### src/rtl/box_draw_engine.sv
// box_draw_engine
//   Rasterises one axis-aligned box into a stream of pixels. A start pulse in
//   IDLE latches the box geometry, colour and colour mode. The engine then
//   scans dx (inner) and dy (outer) in raster order. Each on-screen pixel is
//   presented with plot=1 and held until the sink raises ready. Each clipped
//   pixel costs one cycle with plot=0. A one-cycle done pulse ends the box.
//
// Ports
//   clock, resetn       rising-edge clock, synchronous active-low reset
//   start               request to draw one box (sampled in IDLE only)
//   x_in, y_in          box top-left corner
//   w_in, h_in          box size in pixels (zero in either draws nothing)
//   colour_in, mode     colour and mode: 00 fill, 01 flash, 10 erase, 11 checker
//   ready               pixel sink accepts the current pixel
//   x_out, y_out        current pixel coordinate
//   colour_out, plot    current pixel colour and valid flag
//   busy, done          engine active / one-cycle completion pulse
module box_draw_engine #(
  parameter int X_W      = 8,
  parameter int Y_W      = 7,
  parameter int C_W      = 3,
  parameter int S_W      = 4,
  parameter int SCREEN_W = 160,
  parameter int SCREEN_H = 120
) (
  input  logic           clock,
  input  logic           resetn,
  input  logic           start,
  input  logic [X_W-1:0] x_in,
  input  logic [Y_W-1:0] y_in,
  input  logic [S_W-1:0] w_in,
  input  logic [S_W-1:0] h_in,
  input  logic [C_W-1:0] colour_in,
  input  logic [1:0]     mode,
  input  logic           ready,
  output logic [X_W-1:0] x_out,
  output logic [Y_W-1:0] y_out,
  output logic [C_W-1:0] colour_out,
  output logic           plot,
  output logic           busy,
  output logic           done
);

  localparam int XS = X_W + 1;
  localparam int YS = Y_W + 1;

  typedef enum logic [1:0] {IDLE, DRAW, DONE} state_t;
  typedef enum logic [1:0] {
    MODE_FILL    = 2'b00,
    MODE_FLASH   = 2'b01,
    MODE_ERASE   = 2'b10,
    MODE_CHECKER = 2'b11
  } mode_t;

  state_t         state;
  state_t         next_state;
  mode_t          mode_r;
  logic [X_W-1:0] x_r;
  logic [Y_W-1:0] y_r;
  logic [S_W-1:0] w_r;
  logic [S_W-1:0] h_r;
  logic [C_W-1:0] colour_r;
  logic [S_W-1:0] dx;
  logic [S_W-1:0] dy;

  logic [XS-1:0]  x_sum;
  logic [YS-1:0]  y_sum;
  logic           on_screen;
  logic           last_x;
  logic           last_y;
  logic           step;

  // One extra bit on each sum so that wrap-around past the coordinate width
  // is seen as off-screen rather than aliasing back onto the left/top edge.
  assign x_sum     = {1'b0, x_r} + XS'(dx);
  assign y_sum     = {1'b0, y_r} + YS'(dy);
  assign on_screen = (x_sum < XS'(SCREEN_W)) && (y_sum < YS'(SCREEN_H));
  assign last_x    = (dx == w_r - S_W'(1));
  assign last_y    = (dy == h_r - S_W'(1));
  // Clipped pixels advance regardless of the sink.
  assign step      = (state == DRAW) && (!on_screen || ready);

  always_ff @(posedge clock) begin
    if (!resetn) begin
      state <= IDLE;
    end else begin
      state <= next_state;
    end
  end

  always_comb begin
    next_state = state;
    unique case (state)
      IDLE: begin
        if (start) begin
          next_state = (w_in != '0 && h_in != '0) ? DRAW : DONE;
        end
      end
      DRAW: begin
        if (step && last_x && last_y) begin
          next_state = DONE;
        end
      end
      DONE:    next_state = IDLE;
      default: next_state = IDLE;
    endcase
  end

  always_ff @(posedge clock) begin
    if (!resetn) begin
      x_r      <= '0;
      y_r      <= '0;
      w_r      <= '0;
      h_r      <= '0;
      colour_r <= '0;
      mode_r   <= MODE_FILL;
      dx       <= '0;
      dy       <= '0;
    end else begin
      if (state == IDLE && start) begin
        x_r      <= x_in;
        y_r      <= y_in;
        w_r      <= w_in;
        h_r      <= h_in;
        colour_r <= colour_in;
        mode_r   <= mode_t'(mode);
        dx       <= '0;
        dy       <= '0;
      end else if (step) begin
        if (last_x) begin
          dx <= '0;
          dy <= dy + S_W'(1);
        end else begin
          dx <= dx + S_W'(1);
        end
      end
    end
  end

  // Outputs come only from state and latched registers, so they hold
  // naturally while the counters are stalled by ready=0.
  always_comb begin
    x_out = x_sum[X_W-1:0];
    y_out = y_sum[Y_W-1:0];
    plot  = (state == DRAW) && on_screen;
    busy  = (state != IDLE);
    done  = (state == DONE);
    unique case (mode_r)
      MODE_FILL:    colour_out = colour_r;
      MODE_FLASH:   colour_out = '1;
      MODE_ERASE:   colour_out = '0;
      MODE_CHECKER: colour_out = (dx[0] ^ dy[0]) ? '1 : colour_r;
      default:      colour_out = colour_r;
    endcase
  end

endmodule

### config.mk
export PLATFORM = sky130hd
export DESIGN_NAME = box_draw_engine
export DESIGN_NICKNAME = d
export VERILOG_FILES = /design/src/rtl/box_draw_engine.sv
export SDC_FILE = /design/constraint.sdc
export NUM_CORES = 1
export LEC_CHECK = 0
export BUFFER_PORTS_ARGS = -buffer_cell sky130_fd_sc_hd__buf_2
export CAP_MARGIN = 20
export CORE_MARGIN = 2
export CORE_UTILIZATION = 45
export CTS_CLUSTER_DIAMETER = 200
export CTS_CLUSTER_SIZE = 24
export DETAILED_ROUTE_END_ITERATION = 6
export PLACE_DENSITY = 0.71
export REMOVE_ABC_BUFFERS = 1
export SLEW_MARGIN = 20
export SYNTH_ARGS = -nofsm -noshare
export SYNTH_HDL_FRONTEND = slang
export SYNTH_SLANG_ARGS = --single-unit
export TNS_END_PERCENT = 10
### constraint.sdc
create_clock -name clock -period 2.7 [get_ports clock]
set_input_delay 0 -clock clock [delete_from_list [all_inputs] [get_ports clock]]
set_output_delay 0 -clock clock [all_outputs]
set_load 0.02 [all_outputs]
==> impl_metrics.json, run 1 <==
{
  "period_minus_slack_ns": 2.65,
  "relSlewSlack_pct": 65.3,
  "synthFlopType": "dfxtp_1",
  "drt-total-wl_um": 5680,
  "synth.distinct_cells": 47,
  "p_total_mw": 1.39,
  "cts_buffers": 5,
  "io_buffers": 52,
  "routedWlPerCell_um": 12.6,
  "yosysTopAreaCellShare_pct": 32.2,
  "clk_pin_slew_ns": 0.08,
  "grt_pass1_vias": 2117,
  "grt_first_pass_wirelength_um": 9200,
  "synth_commonest_cells": "65 x nand2_1, 38 x dfxtp_1, 28 x a21boi_0",
  "yosys_warnings": 0,
  "crit_type": "register to register",
  "nNetsFinal": 426,
  "synth_edf_count": 0,
  "drc": 0,
  "worst_pin_slew_ns": 0.513,
  "cp_max_fo": 4,
  "grt_start_max_net_pins": 33,
  "die_h_um": 76.5,
  "period_share_pct": 98.2,
  "pin_count": 53,
  "holdCritPathClass": "input pin to register",
  "grt_antenna_before_repair": 0,
  "start_util_pct": 46.5,
  "clk_path_buf_depth": 2,
  "cp-start-kind": "register",
  "seq_area_frac_synth_pct": 32.2,
  "grt_use_total_pct": 19.2,
  "core_area_sq_um": 5070,
  "drv_slew": 0,
  "drtAntennaViolNets": 0,
  "arrival_ns": 2.87,
  "async_reset_ff_share_pct": 0,
  "cts_sinks": 38,
  "syn-cell-area_sq_um": 2360,
  "fmax_mhz": 377,
  "power.density_nw_per_um2": 438,
  "vias_per_cell": 5.12,
  "die_w_um": 76.5,
  "ys_seq_elements": 38,
  "finalHoldViolCount": 0,
  "drt_first_pass_iters": 4,
  "finalSetupViolCount": 0,
  "status": "finished clean",
  "peakVddDrop_uv": 345,
  "area_delta_synth_final_pct": 34.6,
  "maxCapViolCount": 0,
  "worst_setup_path_end_kind": "register",
  "whs_ns": 0.163,
  "num_vias": 2307,
  "dp_slack_ns": 0.00635,
  "fin_skew_ns": 0.00768,
  "h-tree-depth": 2,
  "num_rows": 26,
  "synthTopCellsByArea": "dfxtp_1 32%, nand2_1 10%, a21boi_0 8.9%",
  "drtIter0Drc": 92,
  "antenna_cells": 0,
  "critPathRequiredTime_ns": 2.92,
  "setup_slack_ns": 0.0498,
  "placed_area_sq_um": 2740,
  "place.gp.congestion": 0.854,
  "cts_tree": "done",
  "syn_avg_cell_area_sq_um": 8.09,
  "cts_root_buf": "clkbuf_8",
  "synth_largest_area_cell": "dfxtp_1",
  "fp.dieArea_sq_um": 5850,
  "clock_latency_ns": 0.29,
  "hpwl_um": 3890,
  "drive_gt1_share_pct": 23.1,
  "yosysMostFrequentCell": "nand2_1",
  "netlist_instances": 292,
  "power_leakage_nw": 1.35,
  "gr-total-overflow": 0,
  "final_area_sq_um": 3180
}
sequential cells by signal, summed over array words and instances, names as in the netlist:
name,flops
mode_r,2
y_r,7
dy,4
colour_r,3
dx,4
w_r,4
x_r,8
h_r,4
state,2
what timing repair did:
item	in CTS	in global routing
setup buffers	0	1
hold buffers	28	0
pin swaps	0	3
resized for setup	1	9
endpoints found under the hold margin	28	0
endpoints found under the setup margin	1	10
cells by family after synthesis:
kind of cell,count (synthesis),synth area share [%]
flip-flops,38,32.2
buffers and inverters,23,3.97
XOR/XNOR,24,8.90
adder cells (fa/ha/maj),14,8.05
AO/OA/AOI/OAI,77,23.9
AND/OR/NAND/NOR,116,23.0
worst max-delay path: stages (launching register included):
cell and delay (ns):
dfxtp_1 0.42, ha_1 0.28, a211oi_2 0.31, buf_4 0.18, o21a_1 0.13, nor4b_1 0.26, a211o_1 0.23, a211oi_4 0.07
or4_1 0.54, a21oi_2 0.16
routing by layer:
layer | global-route usage, % | share of wire [%] | vias up
li1 | - | - | 1188
met1 | 22.9 | 45 | 1047
met2 | 35.0 | 50 | 64
met3 | 3.44 | 4.1 | 8
met4 | 5.45 | 1.3 | 0
met5 | 0 | 0 | -
metrics by stage:
step,utilization (%),TNS [ns],instances
after floorplan,-,0,281
after global placement,54.1,0,414
after detailed placement,54.1,0,414
after CTS,61.8,0,450
after global routing,62.6,-0.0130,451
final,62.6,0,451
layout make-up:
type,count,area (sq um)
flip-flops and latches,38,764
fillers,467,1900
repair buffers,92,631
well taps,70,87.6
inverters,12,45.0
clock inverters,1,30.0
clock buffers,7,76.3
multi-input cells,231,1550
power by group:
part | leakage [nW] | total [mW] | switching (mW) | internal (mW)
clock network | 0.0524 | 0.484 | 0.207 | 0.277
logic | 0.987 | 0.288 | 0.153 | 0.135
registers | 0.312 | 0.620 | 0.0298 | 0.590
path summary, 6_finish.rpt:
path / start / end / slack [ns] / cells after the start
setup / recovery: y_r[1] / dy[3] / 0.05 / 9
hold / removal: ready / state[0] / 0.16 / 3
setup reg to reg: y_r[1] / dy[3] / 0.05 / 9
hold reg to reg: y_r[2] / y_r[2] / 0.47 / 2
layout by cell type (no fill, tap or decap), types with 2 or more instances in the layout:
| cell type | n |
|---|---|
| a21boi_0 | 28 |
| a21oi_1 | 13 |
| inv_1 | 11 |
| a21oi_2 | 2 |
| dfxtp_2 | 3 |
| dlygate4sd3_1 | 28 |
| clkbuf_1 | 2 |
| dfxtp_1 | 35 |
| and3_1 | 2 |
| nor2_1 | 11 |
| nand2_1 | 65 |
| and2_1 | 3 |
| o21ai_0 | 9 |
| or4_1 | 4 |
| ha_1 | 11 |
| xnor2_1 | 17 |
| xor2_1 | 7 |
| nor2b_1 | 6 |
| clkbuf_8 | 5 |
| a211oi_2 | 2 |
| o22a_1 | 3 |
| o31ai_1 | 4 |
| nand3_1 | 8 |
| buf_4 | 12 |
| nand2b_1 | 3 |
| nor3_1 | 5 |
| buf_2 | 52 |
(Power assumes the default switching activity.)
==> run 2, diff against run 1 <==
- PLACE_DENSITY: 0.71 -> 0.74
==> impl_metrics.json, run 2 (synthesized netlist as in run 1, its figures left out) <==
{
  "clk_path_buf_depth": 2,
  "period_minus_slack_ns": 2.61,
  "period_share_pct": 96.7,
  "nNetsFinal": 425,
  "cp_top_family": "compound AO/OA/AOI/OAI gates",
  "clk_pin_slew_ns": 0.08,
  "antenna_cells": 0,
  "layout_common_cells": "65 x nand2_1, 52 x buf_2, 37 x dfxtp_1",
  "io_buffers": 52,
  "drt-total-wl_um": 5610,
  "path_depth": 9,
  "cp_slowest_cell": "dfxtp_1",
  "r2r_setup_slack_ns": 0.09,
  "r2r_cells": 9,
  "switching_share_pct": 29.4,
  "timing.setup.tns_ns": 0,
  "largest_reg_flops": 8,
  "drv_slew": 0,
  "seqPwrFrac_pct": 47.0,
  "h-tree-depth": 2,
  "cts_sinks": 38,
  "hpwl_um": 3930,
  "critPathRequiredTime_ns": 2.88,
  "final_area_sq_um": 3170,
  "drtAntennaViolNets": 0,
  "dp_slack_ns": 0.0203,
  "finalSetupViolCount": 0,
  "worst_setup_path_end_kind": "register",
  "cp_max_fo": 5,
  "holdCritPathClass": "input pin to register",
  "layout_commonest_cell": "nand2_1",
  "die_h_um": 76.5,
  "reg_top3": "x_r: 8 flops, y_r: 7 flops",
  "peakVddDrop_uv": 314,
  "cts_root_buf": "clkbuf_8",
  "cts_buffers": 5,
  "worstPathCellList": "ha_1, a211oi_4, o21ba_2, and4b_1, a211o_1, a211oi_4, buf_4, o31ai_1, and2_1",
  "num_rows": 26,
  "p_int_uw": 931,
  "drc": 0,
  "relSlewSlack_pct": 62.6,
  "drtIter0Drc": 88,
  "grt_first_pass_wirelength_um": 9430,
  "cp-start-kind": "register",
  "grt_antenna_before_repair": 0,
  "slowest_delay_ns": 0.42,
  "grt_pass1_vias": 2242,
  "num_vias": 2293,
  "drt_first_pass_iters": 4,
  "switching_power_uw": 387,
  "regMostFlops": "x_r",
  "pin_count": 53,
  "maxCapViolCount": 0,
  "cp_common_cell": "a211oi_4",
  "status": "finished clean",
  "endpoint": "state[1]",
  "fin_skew_ns": 0.00527,
  "power_leakage_nw": 1.35,
  "grt_use_total_pct": 19.4,
  "place.gp.congestion": 0.862,
  "arrival_ns": 2.79,
  "drive_gt1_share_pct": 22.6,
  "fmax_mhz": 383,
  "core_area_sq_um": 5070,
  "grt_start_max_net_pins": 33,
  "timing.rr.end": "state[1]",
  "routedWlPerCell_um": 12.5,
  "cts_tree": "done",
  "p_clk_share_pct": 31.0,
  "vias_per_cell": 5.10,
  "crit_type": "register to register",
  "placed_area_sq_um": 2740,
  "die_w_um": 76.5,
  "gr-total-overflow": 0,
  "crit_buf_inv": 1,
  "worst_pin_slew_ns": 0.561,
  "rr_startpoint": "y_r[1]",
  "rsz0062_at_grt": "false",
  "fp.dieArea_sq_um": 5850,
  "comb_power_share_pct": 21.9,
  "clock_latency_ns": 0.29,
  "critPathLaunch": "y_r[1]",
  "setup_slack_ns": 0.0888,
  "start_util_pct": 46.5,
  "power.density_nw_per_um2": 416,
  "area_delta_synth_final_pct": 34.2,
  "finalHoldViolCount": 0
}
run 2: final cells by class:
class | instances | area (sq um)
multi-input combinational | 231 | 1560
inverter | 12 | 45.0
fill | 463 | 1910
tap | 70 | 87.6
timing repair buffer | 91 | 623
clock inverter | 1 | 5.00
sequential | 38 | 762
clock buffer | 7 | 86.3
run 2: power by group through the flow:
stage / combinational (mW) / sequential (mW) / clock (mW)
after floorplan: 0.168 / 0.626 / 0
after global placement: 0.248 / 0.631 / 0
after detailed placement: 0.254 / 0.633 / 0
after CTS: 0.286 / 0.619 / 0.420
after global routing: 0.322 / 0.624 / 0.439
final: 0.289 / 0.620 / 0.409
run 2: worst min-delay path by stage:
stage                       start   endpoint  slack, ns  cells past startpoint
after floorplan            resetn   state[1]       0.12                      1
after global placement    mode[0]  mode_r[0]       0.25                      3
after detailed placement  y_in[1]     y_r[1]       0.26                      3
after CTS                   ready   state[0]       0.16                      3
after global routing        ready   state[0]       0.18                      3
final                       ready   state[0]       0.16                      3
run 2: stage by stage:
stage	hold slack (ns)	std cells	total power [mW]	utilization, %
floorplan	0.122	281	0.794	-
global placement	0.250	413	0.879	53.9
detailed placement	0.258	413	0.887	53.9
CTS	0.157	449	1.33	61.5
global route	0.183	450	1.39	62.5
finish	0.163	450	1.32	62.5
run 2: what timing repair did:
| action | CTS | global route |
|---|---|---|
| gates resized for setup | 2 | 8 |
| hold buffers | 28 | 0 |
| pin swaps | 0 | 3 |
| endpoints found under the hold margin | 28 | 0 |
| endpoints found under the setup margin | 2 | 7 |
| buffers inserted | 0 | 1 |
run 2: routing by layer:
metal | global-route usage (%) | routed length (um) | vias up
li1 | - | - | 1181
met3 | 5.09 | 235 | 9
met2 | 34.7 | 2750 | 48
met4 | 6.55 | 95 | 0
met5 | 0 | 0 | -
met1 | 22.3 | 2530 | 1055
run 2: worst min-delay path, stage by stage:
cell and delay (ns):
buf_2 0.12, a211o_2 0.19, a21oi_1 0.09
